`src/rtl/hex_print_ctrl.sv`:
```
`default_nettype none
// ============================================================================
//  Module   : hex_print_ctrl
//  Purpose  : Turns a WIDTH-bit binary value into a stream of lowercase ASCII
//             hex characters, MSB nibble first, one character per accepted
//             output beat. An optional separator character follows the last
//             digit. Only one value is in flight at a time.
//  Option   : HEX_PRINT_CTRL_PREFIX_EN - when defined, "0x" is emitted before
//             the first digit.
//  Ports    : clk        - clock, all state on rising edge
//             rst        - asynchronous active-high reset
//             req_valid  - a value is offered
//             req_ready  - idle and able to accept a value
//             req_value  - value to print, sampled on accept
//             out_valid  - out_char is valid
//             out_ready  - downstream accepts out_char
//             out_char   - ASCII character
//             out_last   - final character of the current value
//             busy       - high from accept until the final output handshake
//  Revision : 1.0 - initial release
// ============================================================================
module hex_print_ctrl #(
  parameter int         WIDTH    = 32,
  parameter logic [7:0] SEP_CHAR = 8'h00
) (
  input  logic             clk,
  input  logic             rst,
  input  logic             req_valid,
  output logic             req_ready,
  input  logic [WIDTH-1:0] req_value,
  output logic             out_valid,
  input  logic             out_ready,
  output logic [7:0]       out_char,
  output logic             out_last,
  output logic             busy
);

  localparam int NIBBLES = WIDTH / 4;
  localparam int CNT_W   = (NIBBLES > 1) ? $clog2(NIBBLES) : 1;
  localparam logic [CNT_W-1:0] CNT_TOP = CNT_W'(NIBBLES - 1);

  localparam logic [1:0] S_IDLE   = 2'd0;
`ifdef HEX_PRINT_CTRL_PREFIX_EN
  localparam logic [1:0] S_PREFIX = 2'd1;
`endif
  localparam logic [1:0] S_DIGIT  = 2'd2;
  localparam logic [1:0] S_SEP    = 2'd3;

  logic [1:0]       state_q, state_d;
  logic [WIDTH-1:0] value_q, value_d;
  logic [CNT_W-1:0] cnt_q,   cnt_d;
`ifdef HEX_PRINT_CTRL_PREFIX_EN
  // 0 while the '0' beat is shown, 1 while the 'x' beat is shown
  logic             pfx_q,   pfx_d;
`endif

  logic       req_accept;
  logic [3:0] nibble;
  logic [7:0] digit_char;

  assign req_accept = req_valid & req_ready;

  // --------------------------------------------------------------------------
  // State register
  // --------------------------------------------------------------------------
  always_ff @(posedge clk or posedge rst) begin
    if (rst) begin
      state_q <= S_IDLE;
      value_q <= '0;
      cnt_q   <= '0;
`ifdef HEX_PRINT_CTRL_PREFIX_EN
      pfx_q   <= 1'b0;
`endif
    end else begin
      state_q <= state_d;
      value_q <= value_d;
      cnt_q   <= cnt_d;
`ifdef HEX_PRINT_CTRL_PREFIX_EN
      pfx_q   <= pfx_d;
`endif
    end
  end

  // --------------------------------------------------------------------------
  // Next-state logic. Every emitting state advances only on out_ready, which
  // keeps the shown character frozen during backpressure.
  // --------------------------------------------------------------------------
  always_comb begin
    state_d = state_q;
    value_d = value_q;
    cnt_d   = cnt_q;
`ifdef HEX_PRINT_CTRL_PREFIX_EN
    pfx_d   = pfx_q;
`endif
    case (state_q)
      S_IDLE: begin
        if (req_accept) begin
          value_d = req_value;
          cnt_d   = CNT_TOP;
`ifdef HEX_PRINT_CTRL_PREFIX_EN
          state_d = S_PREFIX;
          pfx_d   = 1'b0;
`else
          state_d = S_DIGIT;
`endif
        end
      end
`ifdef HEX_PRINT_CTRL_PREFIX_EN
      S_PREFIX: begin
        if (out_ready) begin
          if (pfx_q) begin
            state_d = S_DIGIT;
          end
          pfx_d = ~pfx_q;
        end
      end
`endif
      S_DIGIT: begin
        if (out_ready) begin
          if (cnt_q == '0) begin
            state_d = (SEP_CHAR != 8'h00) ? S_SEP : S_IDLE;
          end else begin
            cnt_d = cnt_q - 1'b1;
          end
        end
      end
      S_SEP: begin
        if (out_ready) begin
          state_d = S_IDLE;
        end
      end
      default: state_d = S_IDLE;
    endcase
  end

  // --------------------------------------------------------------------------
  // Output logic
  // --------------------------------------------------------------------------
  // Select the nibble addressed by the down-counter
  always_comb begin
    nibble = 4'h0;
    for (int i = 0; i < NIBBLES; i++) begin
      if (cnt_q == i[CNT_W-1:0]) begin
        nibble = value_q[4*i +: 4];
      end
    end
  end

  // 'a' - 10 = 8'h57
  assign digit_char = (nibble < 4'd10) ? (8'h30 + {4'h0, nibble})
                                       : (8'h57 + {4'h0, nibble});

  always_comb begin
    // req_ready is gated by rst so nothing is offered as acceptable in reset
    req_ready = (state_q == S_IDLE) & ~rst;
    busy      = (state_q != S_IDLE);
    out_valid = 1'b0;
    out_char  = 8'h00;
    out_last  = 1'b0;
    case (state_q)
`ifdef HEX_PRINT_CTRL_PREFIX_EN
      S_PREFIX: begin
        out_valid = 1'b1;
        out_char  = pfx_q ? 8'h78 : 8'h30;
      end
`endif
      S_DIGIT: begin
        out_valid = 1'b1;
        out_char  = digit_char;
        out_last  = (cnt_q == '0) && (SEP_CHAR == 8'h00);
      end
      S_SEP: begin
        out_valid = 1'b1;
        out_char  = SEP_CHAR;
        out_last  = 1'b1;
      end
      default: begin
        out_valid = 1'b0;
      end
    endcase
  end

endmodule
`default_nettype wire

```
`config.mk`:
```
export PLATFORM = sky130hd
export DESIGN_NAME = hex_print_ctrl
export DESIGN_NICKNAME = d
export VERILOG_FILES = /design/src/rtl/hex_print_ctrl.sv
export SDC_FILE = /design/constraint.sdc
export NUM_CORES = 1
export LEC_CHECK = 0
export BUFFER_PORTS_ARGS = -buffer_cell sky130_fd_sc_hd__buf_2
export CAP_MARGIN = 20
export CELL_PAD_IN_SITES_DETAIL_PLACEMENT = 1
export CELL_PAD_IN_SITES_GLOBAL_PLACEMENT = 1
export CORE_MARGIN = 3
export CORE_UTILIZATION = 43
export CTS_BUF_LIST = sky130_fd_sc_hd__clkbuf_2
export DETAILED_ROUTE_END_ITERATION = 6
export GPL_ROUTABILITY_DRIVEN = 0
export PLACE_DENSITY = 0.87
export SYNTH_ARGS = -nofsm -noshare
export SYNTH_HDL_FRONTEND = slang
export SYNTH_SLANG_ARGS = --single-unit
```
`constraint.sdc`:
```
create_clock -name clk -period 3.5 [get_ports clk]
set_input_delay 0.7 -clock clk [delete_from_list [all_inputs] [get_ports clk]]
set_output_delay 0.7 -clock clk [all_outputs]
set_load 0.02 [all_outputs]
```
==> results.md, run 1 <==
- P&R area growth vs syn: 19.89%
- Starting Density: 45.18%
- Most common cell after layout, fill and taps aside: buf_2
- Leading area contributor after synthesis: dfrtp_1
- Initial antenna violation count: 0
- CTS Buf Count: 5
- DP HPWL: between 3000 and 4000 um
- CP cell instances: inv_2, ha_4, nand3b_1, a2111oi_4, a211oi_4, ha_1, and4b_1, o21a_1, buf_2
- Power per cell area: between 1000 and 1500 nW/um^2
- Post-route ant nets: 0
- CP max-delay cell: dfrtp_2
- Overall routed net length: ~4900 um
- Hold Fails Final Rpt: 0
- Routed len/inst: 17.38 um
- First-pass GRT wire length: 7376 um
- Vias per cell: 5.465
- Clock sinks: 36
- Syn. warnings: 0
- Worst reg2reg startpoint: state_q[1]
- Synthesized net count: 222
- H-tree depth: 2
- GRT Residual Overflow: 0
- Pin count of the biggest net entering global routing: 40
- CTS tree: built
- Layout Nets: between 200 and 300
- Clk_skew: between 0.015 and 0.02 ns
- Die ar.: 5492 um^2
- Period Utilization, post-route: between 90% and 100%
- Syn avg cell area: ~11 um^2
- Skew-Pair Late Insertion Delay: about 0.4 ns
- Top cells by area, synth: dfrtp_1 45%, mux2_2 16%, nand2_1 4.3%
- Setup CP Type: flop to primary output
- Hold-fix buffers, CTS: 0
- DRT Pass-1 Iters: 4
- Core Rows: 24
- Most frequent cells in the layout: 46 x buf_2, 34 x dfrtp_1, 29 x mux2_2, 23 x nand2_1, 10 x buf_4
- Yosys reg bits: 36
- CP bufs+invs: 2
- Final Max Slew Viols: 0
- Fin util: between 50% and 60%
- Final setup violating endpoints: 0
- Diode count: 0
- Status: finished, final reports clean
- Clock transition at path regs: approximately 0.21 ns
- Critical path endpoint category: primary output
- CP startpoint kind: flop
- Core area: around 4400 um^2
- Root buf cell: clkbuf_2
- Vias in the first global route: 1527
- Seq/Total Area, Yosys: between 40% and 50%
- Worst R2R Path Depth: 4
- CP peak stage delay: about 0.5 ns
- Die Ht: roughly 74 um
- Maximum VDD drop: approximately 420 uV
- GRT Overall Usage: approximately 18%
- Clock buffer depth: 2
- Levels on crit path: 9
- Main synth FF type: dfrtp_1
- EDFF count, synth: 0
- Cells after Synth: 180
- Yosys cell types: 44
- Hold Path Class: input pin to async pin
- I/O pin count: 48
- R2R Path End: value_q[1]
- Post-Syn Area: 1994 um^2
- WP data required: 2.80 ns
- DRC viols: 0
- Via count: between 1500 and 2000
- Max Fclk: roughly 300 MHz
- Drt initial violations: slightly above 60
- Setup Total Neg Slack: 0 ns
- Leak: 1.075 nW
- Register-to-register setup slack: approximately 1.7 ns
- Cell family with most CP delay: compound AO/OA/AOI/OAI gates
- WHS: 0.3609 ns
- CP Max Fanout: 11
- Max-cap violation count: 0
- Final min period: 3.348 ns
- Layout cell share with drive strength beyond 1: 49.13%
- PortBufs: 46
- Critical path arrival: 2.65 ns
- Async SR Flop Fraction: 100.0%
- Die Wd: between 70 and 80 um
- Area share of the largest cell type after synthesis: between 40% and 50%
- Fillcell total: around 510
-- cell families after synthesis --
kind of cell	Yosys count	synth area share (%)
AOI/OAI and AO/OA	36	14.74
xor gates and xnor gates	1	0.4392
adders and majority gates	6	3.764
buffers and inverters	21	6.148
DFF	36	45.17
muxes	29	16.37
other	1	0.1880
and+or+nand+nor	50	13.17
-- Yosys cell counts (4+ instances only) --
library cell	instances
a21oi_1	7
dfrtp_1	36
nor2b_1	4
buf_2	5
buf_6	4
nand2_1	23
and3_1	4
nor2_1	5
ha_1	6
o21ai_0	8
inv_1	7
mux2_2	29
-- worst min-delay path: stages --
cell   delay [ns]
buf_2        0.10
inv_1        0.05
buf_4        0.40
-- sequential cells by signal, indices dropped and copies added, names as in the netlist --
| name | flops |
|---|---|
| value_q | 32 |
| state_q | 1 |
| cnt_q | 3 |
-- worst max-delay path by stage --
stage,start,endpoint,slack [ns]
after floorplan,cnt_q[0],out_char[4],0.54
final,cnt_q[0],out_char[2],0.15
after global routing,cnt_q[0],out_char[2],-0.007
after CTS,cnt_q[0],out_char[2],0.002
after detailed placement,cnt_q[0],out_char[2],0.33
after global placement,cnt_q[1],out_char[2],0.44
-- where the power goes --
group          leakage (nW)  internal [mW]  switching (mW)  total [mW]
clock                0.0390          0.119           0.150       0.269
combinational         0.611          0.682           0.774        1.46
sequential            0.425          0.623           0.180       0.803
total                  1.08           1.42            1.10        2.53
-- repair_timing --
item	4_1_cts	5_1_grt
gates cloned	0	0
setup endpoints to repair	3	3
pin swaps	0	1
buffers inserted	0	7
gates resized for setup	4	9
-- routing by layer --
metal | share of wire [%] | track usage [%] | vias up
li1 | - | - | 725
met1 | 44 | 23.33 | 751
met2 | 49 | 28.84 | 53
met3 | 4.9 | 3.378 | 12
met4 | 2.3 | 6.640 | 0
met5 | 0 | 0 | -
-- through the flow --
| step | area, um^2 | power, mW | setup slack [ns] | instances |
|---|---|---|---|---|
| 5_1_grt | 2391 | 2.717 | -0.007134 | 282 |
| 3_5_place_dp | 2216 | 2.110 | 0.3320 | 267 |
| 3_3_place_gp | 2216 | 2.037 | 0.4354 | 267 |
| 6_report | 2391 | 2.528 | 0.1523 | 282 |
| 4_1_cts | 2293 | 2.396 | 0.002072 | 275 |
| 2_1_floorplan | 1994 | 1.804 | 0.5402 | 180 |
-- cell type report --
class	count	area (um^2)	share of cell area (%)
inverter	7	26.28	1.099
clock buffer	5	25.02	1.047
tap	52	65.06	2.721
multi-input combinational	123	1023	42.80
sequential	36	903.4	37.78
timing repair buffer	56	305.3	12.77
clock inverter	3	42.54	1.779
Note: power is estimated with default switching activity, not from simulation.
==> run 2: changes to the inputs <==
PLACE_DENSITY = not set   (was 0.87)
PLACE_DENSITY_LB_ADDON = 0.1   (was not set)
==> run 2 against run 1 <==
Effect of this change:
- sequential power barely moved
- power fell by 3.1%
- clock-buffer cell count did not move
- maximum frequency rose by 0.18%
- non-clock buffer count rose by 2
- clock skew fell by 0.015 ns
- critical endpoint unchanged
- cell area fell by 0.26%
- final cell count rose by 0.35%
- sequential share of layout area rose by 0.099 points
- worst setup slack improved by 0.0061 ns
==> results.md, run 2 (same netlist as run 1, synthesis figures left out) <==
- Routed len/inst: between 15 and 20 um
- Maximum VDD drop: between 400 and 500 uV
- Clock transition at path regs: roughly 0.17 ns
- Critical path endpoint category: primary output
- Most flop-heavy register: value_q
- Final min period: approximately 3.3 ns
- DP HPWL: 3610 um
- Core area: 4414 um^2
- Starting Density: between 40% and 50%
- CP startpoint kind: flop
- CTS Buf Count: 5
- Most frequent cells in the layout: 46 x buf_2, 34 x dfrtp_1, 29 x mux2_2, 23 x nand2_1, 12 x buf_4
- Die Wd: between 70 and 80 um
- Fillcell total: approximately 490
- PortBufs: between 40 and 50
- CP bufs+invs: 2
- Clock sinks: 36
- I/O pin count: 48
- Layout Nets: 273
- CP cell instances: inv_2, ha_4, nand3b_1, a2111oi_4, a211oi_4, ha_2, and4b_1, o21a_1, buf_2
- Setup CP Type: flop to primary output
- Max Fclk: approximately 300 MHz
- Period Utilization, post-route: between 90% and 100%
- Pre-CTS WS: about 0.24 ns
- Post-route ant nets: 0
- CP Max Fanout: 7
- Top flop regs: value_q x32, cnt_q x3, state_q x1
- Core Rows: 24
- Drt initial violations: 84
- Most common cell after layout, fill and taps aside: buf_2
- Critical path arrival: 2.64 ns
- Via count: between 1500 and 2000
- Hold-fix buffers, CTS: 0
- P&R area growth vs syn: 19.57%
- Clock buffer depth: 2
- Vias per cell: roughly 5.4
- First-pass GRT wire length: about 7500 um
- DRT Pass-1 Iters: 4
- Diode count: 0
- Die ar.: between 5000 and 6000 um^2
- DRC viols: 0
- Hold Fails Final Rpt: 0
- Power per cell area: between 1000 and 1500 nW/um^2
- Vias in the first global route: ~1600
- Final worst slack: about 0.16 ns
- CP peak stage delay: roughly 0.5 ns
- Skew-Pair Late Insertion Delay: roughly 0.38 ns
- Final setup violating endpoints: 0
- Post-route cell area: between 2000 and 2500 um^2
- GRT Overall Usage: ~18%
- CTS tree: built
- Clk_skew: around 0.0037 ns
- H-tree depth: 2
- WP data required: 2.80 ns
- GRT Residual Overflow: 0
- Max reg flops: 32
- Hold Path Class: input pin to async pin
- Die Ht: between 70 and 80 um
- CP max-delay cell: dfrtp_2
- Placed cell areas: 2208 um^2
- Pin count of the biggest net entering global routing: 40
- Cell family with most CP delay: compound AO/OA/AOI/OAI gates
- Root buf cell: clkbuf_2
- Status: finished, final reports clean
- Max-cap violation count: 0
- Leak: about 1.1 nW
- Initial antenna violation count: 0
- Final Max Slew Viols: 0
- Layout cell share with drive strength beyond 1: about half
- Overall routed net length: slightly below 5000 um
==> run 2: changes by cell type in the layout (fill, tap and decap cells not counted), sizes merged <==
cell / before / now
bufinv: 1 / 0
buf: 56 / 58
==> run 2: what timing repair did <==
| action | in CTS | in global routing |
|---|---|---|
| setup endpoints to repair | 4 | 4 |
| endpoints found under the hold margin | 0 | 0 |
| resized for setup | 4 | 11 |
| pin swaps | 0 | 4 |
| buffers inserted | 0 | 10 |
==> run 2: layer usage <==
| layer | routed length (um) | up-vias | share of wire, % | GRT usage (%) |
|---|---|---|---|---|
| li1 | - | 736 | - | - |
| met1 | 2118 | 742 | 43 | 22.31 |
| met2 | 2423 | 37 | 50 | 31.20 |
| met3 | 259 | 7 | 5.3 | 4.459 |
| met4 | 74 | 0 | 1.5 | 6.640 |
| met5 | 0 | - | 0 | 0 |
==> run 2: worst register-to-register path: cells and delay by family (launching register included) <==
family,cells,cell delay (ns)
and+or+nand+nor,2,0.32
muxes,1,0.42
DFF,1,0.54
buffers and inverters,1,0.40
==> run 2: per-stage QoR <==
| step | setup TNS [ns] | hold slack [ns] | total power [mW] | utilization, % | instances |
|---|---|---|---|---|---|
| 3_5_place_dp | 0 | 0.5057 | 2.120 | 50.03 | 266 |
| 4_1_cts | -0.01733 | 0.4425 | 2.314 | 51.11 | 273 |
| 6_report | 0 | 0.4494 | 2.449 | 54.02 | 283 |
| 3_3_place_gp | 0 | 0.5032 | 2.022 | 50.03 | 266 |
| 5_1_grt | -0.008971 | 0.4548 | 2.642 | 54.02 | 283 |
| 2_1_floorplan | 0 | 0.4722 | 1.804 | - | 180 |
==> run 2: power by group <==
part | leakage, nW | total [mW] | internal [mW] | switching [mW]
Sequential | 0.425 | 0.804 | 0.623 | 0.181
Clock | 0.0248 | 0.179 | 0.0440 | 0.135
Combinational | 0.621 | 1.47 | 0.691 | 0.775
==> run 2: final timing paths <==
kind	from	slack [ns]	endpoint	cells after the start
max in group asynchronous	rst	2.70	cnt_q[0]	3
worst max register to register	state_q[1]	1.73	value_q[12]	4
worst min register to register	value_q[6]	0.53	value_q[6]	1
worst max-delay path	cnt_q[0]	0.16	out_char[2]	9
min in group clk	req_value[24]	0.51	value_q[24]	3
worst min-delay path	rst	0.45	value_q[9]	3
==> run 2: cell type report <==
cell class                 instances  area, um^2  share of cell area (%)
multi-input combinational        123        1032                   43.28
tap                               52       65.06                   2.728
inverter                           7       26.28                   1.102
timing repair buffer              58       320.3                   13.43
clock buffer                       5       25.02                   1.049
sequential                        36       903.4                   37.88
clock inverter                     2       12.51                  0.5247
==> run 3: changes to the inputs <==
BUFFER_PORTS_ARGS = not set   (was -buffer_cell sky130_fd_sc_hd__buf_2)
CORE_UTILIZATION = 50   (was 43)
DONT_BUFFER_PORTS = 1   (was not set)
==> run 3 against run 2 <==
Effect of this change:
- clock skew rose by 0.024 ns
- clock power rose by 45%
- cell area fell by 10%
- clock-buffer cell count rose by 1
- sequential power rose by 1%
- largest cell class unchanged
- wire length fell by 10%
- sequential share of layout area rose by 4.4 points
- highest routed layer unchanged
- global-route usage fell by 0.058 points
- register-to-register slack got worse by 0.60 ns
- hold slack got worse by 0.21 ns
- worst setup slack improved by 0.057 ns
- critical endpoint is now out_char[4]
==> results.md, run 3 (same netlist as run 1, synthesis figures left out) <==
- Hold Fails Final Rpt: 0
- Vias in the first global route: between 1000 and 1500
- Setup Total Neg Slack: 0 ns
- First-pass GRT wire length: between 7000 and 8000 um
- Post-route ant nets: 0
- Final worst slack: around 0.22 ns
- Final min period: 3.285 ns
- Layout Nets: 223
- Most common cell after layout, fill and taps aside: dfrtp_1
- P&R area growth vs syn: 7.089%
- Non-filler cells, final: between 200 and 250
- Overall routed net length: around 4400 um
- Starting Density: between 50% and 60%
- Final setup violating endpoints: 0
- Critical path arrival: 2.58 ns
- Skew-Pair Late Insertion Delay: 0.39 ns
- Routed len/inst: about 19 um
- Power, Total: roughly 2.4 mW
- CP Max Fanout: 12
- WHS: between 0.2 and 0.25 ns
- Top flop regs: value_q x32, cnt_q x3, state_q x1
- Vias per cell: roughly 5.8
- GRT Overall Usage: 18.19%
- Clk_skew: approximately 0.027 ns
- Placed cell areas: slightly below 2000 um^2
- Maximum VDD drop: ~410 uV
- H-tree depth: 2
- DRC viols: 0
- Via count: around 1300
- Most flop-heavy register: value_q
- Clock sinks: 36
- Core area: about 3700 um^2
- Fillcell total: 416
- Most frequent cells in the layout: 34 x dfrtp_1, 29 x mux2_2, 23 x nand2_1, 8 x o21ai_0, 8 x buf_4
- Max reg flops: 32
- WP data required: about 2.8 ns
- R2R Path End: value_q[19]
- Setup CP Type: flop to primary output
- CTS tree: built
- Critical Path Start: cnt_q[0]
- Core Rows: 22
- DRT Pass-1 Iters: 4
- GRT Residual Overflow: 0
- CTS Buf Count: 5
- Post-route cell area: 2136 um^2
- Power per cell area: between 1000 and 1500 nW/um^2
- Max-cap violation count: 0
- Period Utilization, post-route: 93.85%
- Fin util: approximately 57%
- Register-to-register setup slack: 1.13 ns
- Drt initial violations: 56
- Layout cell share with drive strength beyond 1: roughly a third
- Hold Path Class: input pin to async pin
- Worst reg2reg startpoint: state_q[1]
- PortBufs: 0
- Slew @ Worst Pin: about 0.81 ns
- Initial antenna violation count: 0
- Die Wd: 69.16 um
- Final Max Slew Viols: 0
- Clock transition at path regs: between 0.15 and 0.2 ns
- CP endpoint: out_char[4]
- Clock buffer depth: 2
- Die ar.: roughly 4800 um^2
- Leak: 0.8830 nW
- Status: finished, final reports clean
- I/O pin count: between 40 and 50
- Total instance count after detailed placement: roughly 220
- Pin count of the biggest net entering global routing: 40
- Root buf cell: clkbuf_2
- Worst R2R Path Depth: 4
- DP HPWL: 3217 um
- Max Fclk: slightly above 300 MHz
- Worst slew margin: 46.21%
- Critical path endpoint category: primary output
- CP startpoint kind: flop
- Die Ht: about 69 um
- Diode count: 0
- Pre-CTS WS: between 0.3 and 0.4 ns
-- run 3: cell count changes in the layout (fill, tap and decap cells not counted) --
| cell | delta |
|---|---|
| buf_2 | -46 |
| buf_4 | -4 |
| a221oi_1 | +1 |
| a221oi_2 | -1 |
| bufinv_16 | +1 |
| clkbuf_2 | +1 |
| clkinvlp_4 | -1 |
| ha_1 | +1 |
| ha_2 | -1 |
| nor2b_1 | +1 |
| nor2b_2 | -1 |
-- run 3: worst min-delay path by stage --
stage | endpoint | slack (ns) | cells past startpoint
after CTS | value_q[31] | 0.27 | 1
after floorplan | value_q[29] | 0.47 | 1
after global routing | value_q[31] | 0.27 | 1
after global placement | value_q[22] | 0.50 | 1
final | value_q[31] | 0.24 | 1
after detailed placement | value_q[0] | 0.50 | 1
-- run 3: repair_timing --
action | 4_1_cts | 5_1_grt
pin swaps | 0 | 2
hold buffers | 0 | 0
endpoints found under the setup margin | 4 | 3
setup buffers | 0 | 5
gates resized for setup | 4 | 8
-- run 3: metal layers --
layer | up-vias | GRT usage (%) | part of all wire (%) | wire length (um)
met4 | 0 | 4.555 | 1.4 | 62
met5 | - | 0 | 0 | 0
met1 | 665 | 24.44 | 44 | 1937
met2 | 35 | 29.13 | 49 | 2151
met3 | 8 | 4.956 | 5.0 | 217
li1 | 630 | - | - | -
-- run 3: worst max-delay path, stage by stage (launching register included) --
cell and delay [ns]:
dfrtp_2 0.50, inv_2 0.15, ha_4 0.25, nor2b_1 0.29, a2111oi_4 0.07, a211oi_4 0.25
ha_1 0.24, o21ai_0 0.09, a21boi_0 0.19, buf_4 0.17
-- run 3: final cells by class --
| type | instances | area, um^2 | area share (%) |
|---|---|---|---|
| Multi-Input combinational cell | 123 | 1021 | 47.80 |
| Tap cell | 48 | 60.06 | 2.812 |
| Clock inverter | 2 | 35.03 | 1.640 |
| Inverter | 7 | 26.28 | 1.230 |
| Clock buffer | 6 | 30.03 | 1.406 |
| Sequential cell | 36 | 903.4 | 42.30 |
| Timing Repair Buffer | 8 | 60.06 | 2.812 |
-- run 3: report_power, final --
| part | switching (mW) | internal [mW] |
|---|---|---|
| Clock | 0.136 | 0.123 |
| Combinational | 0.726 | 0.605 |
| Sequential | 0.193 | 0.622 |
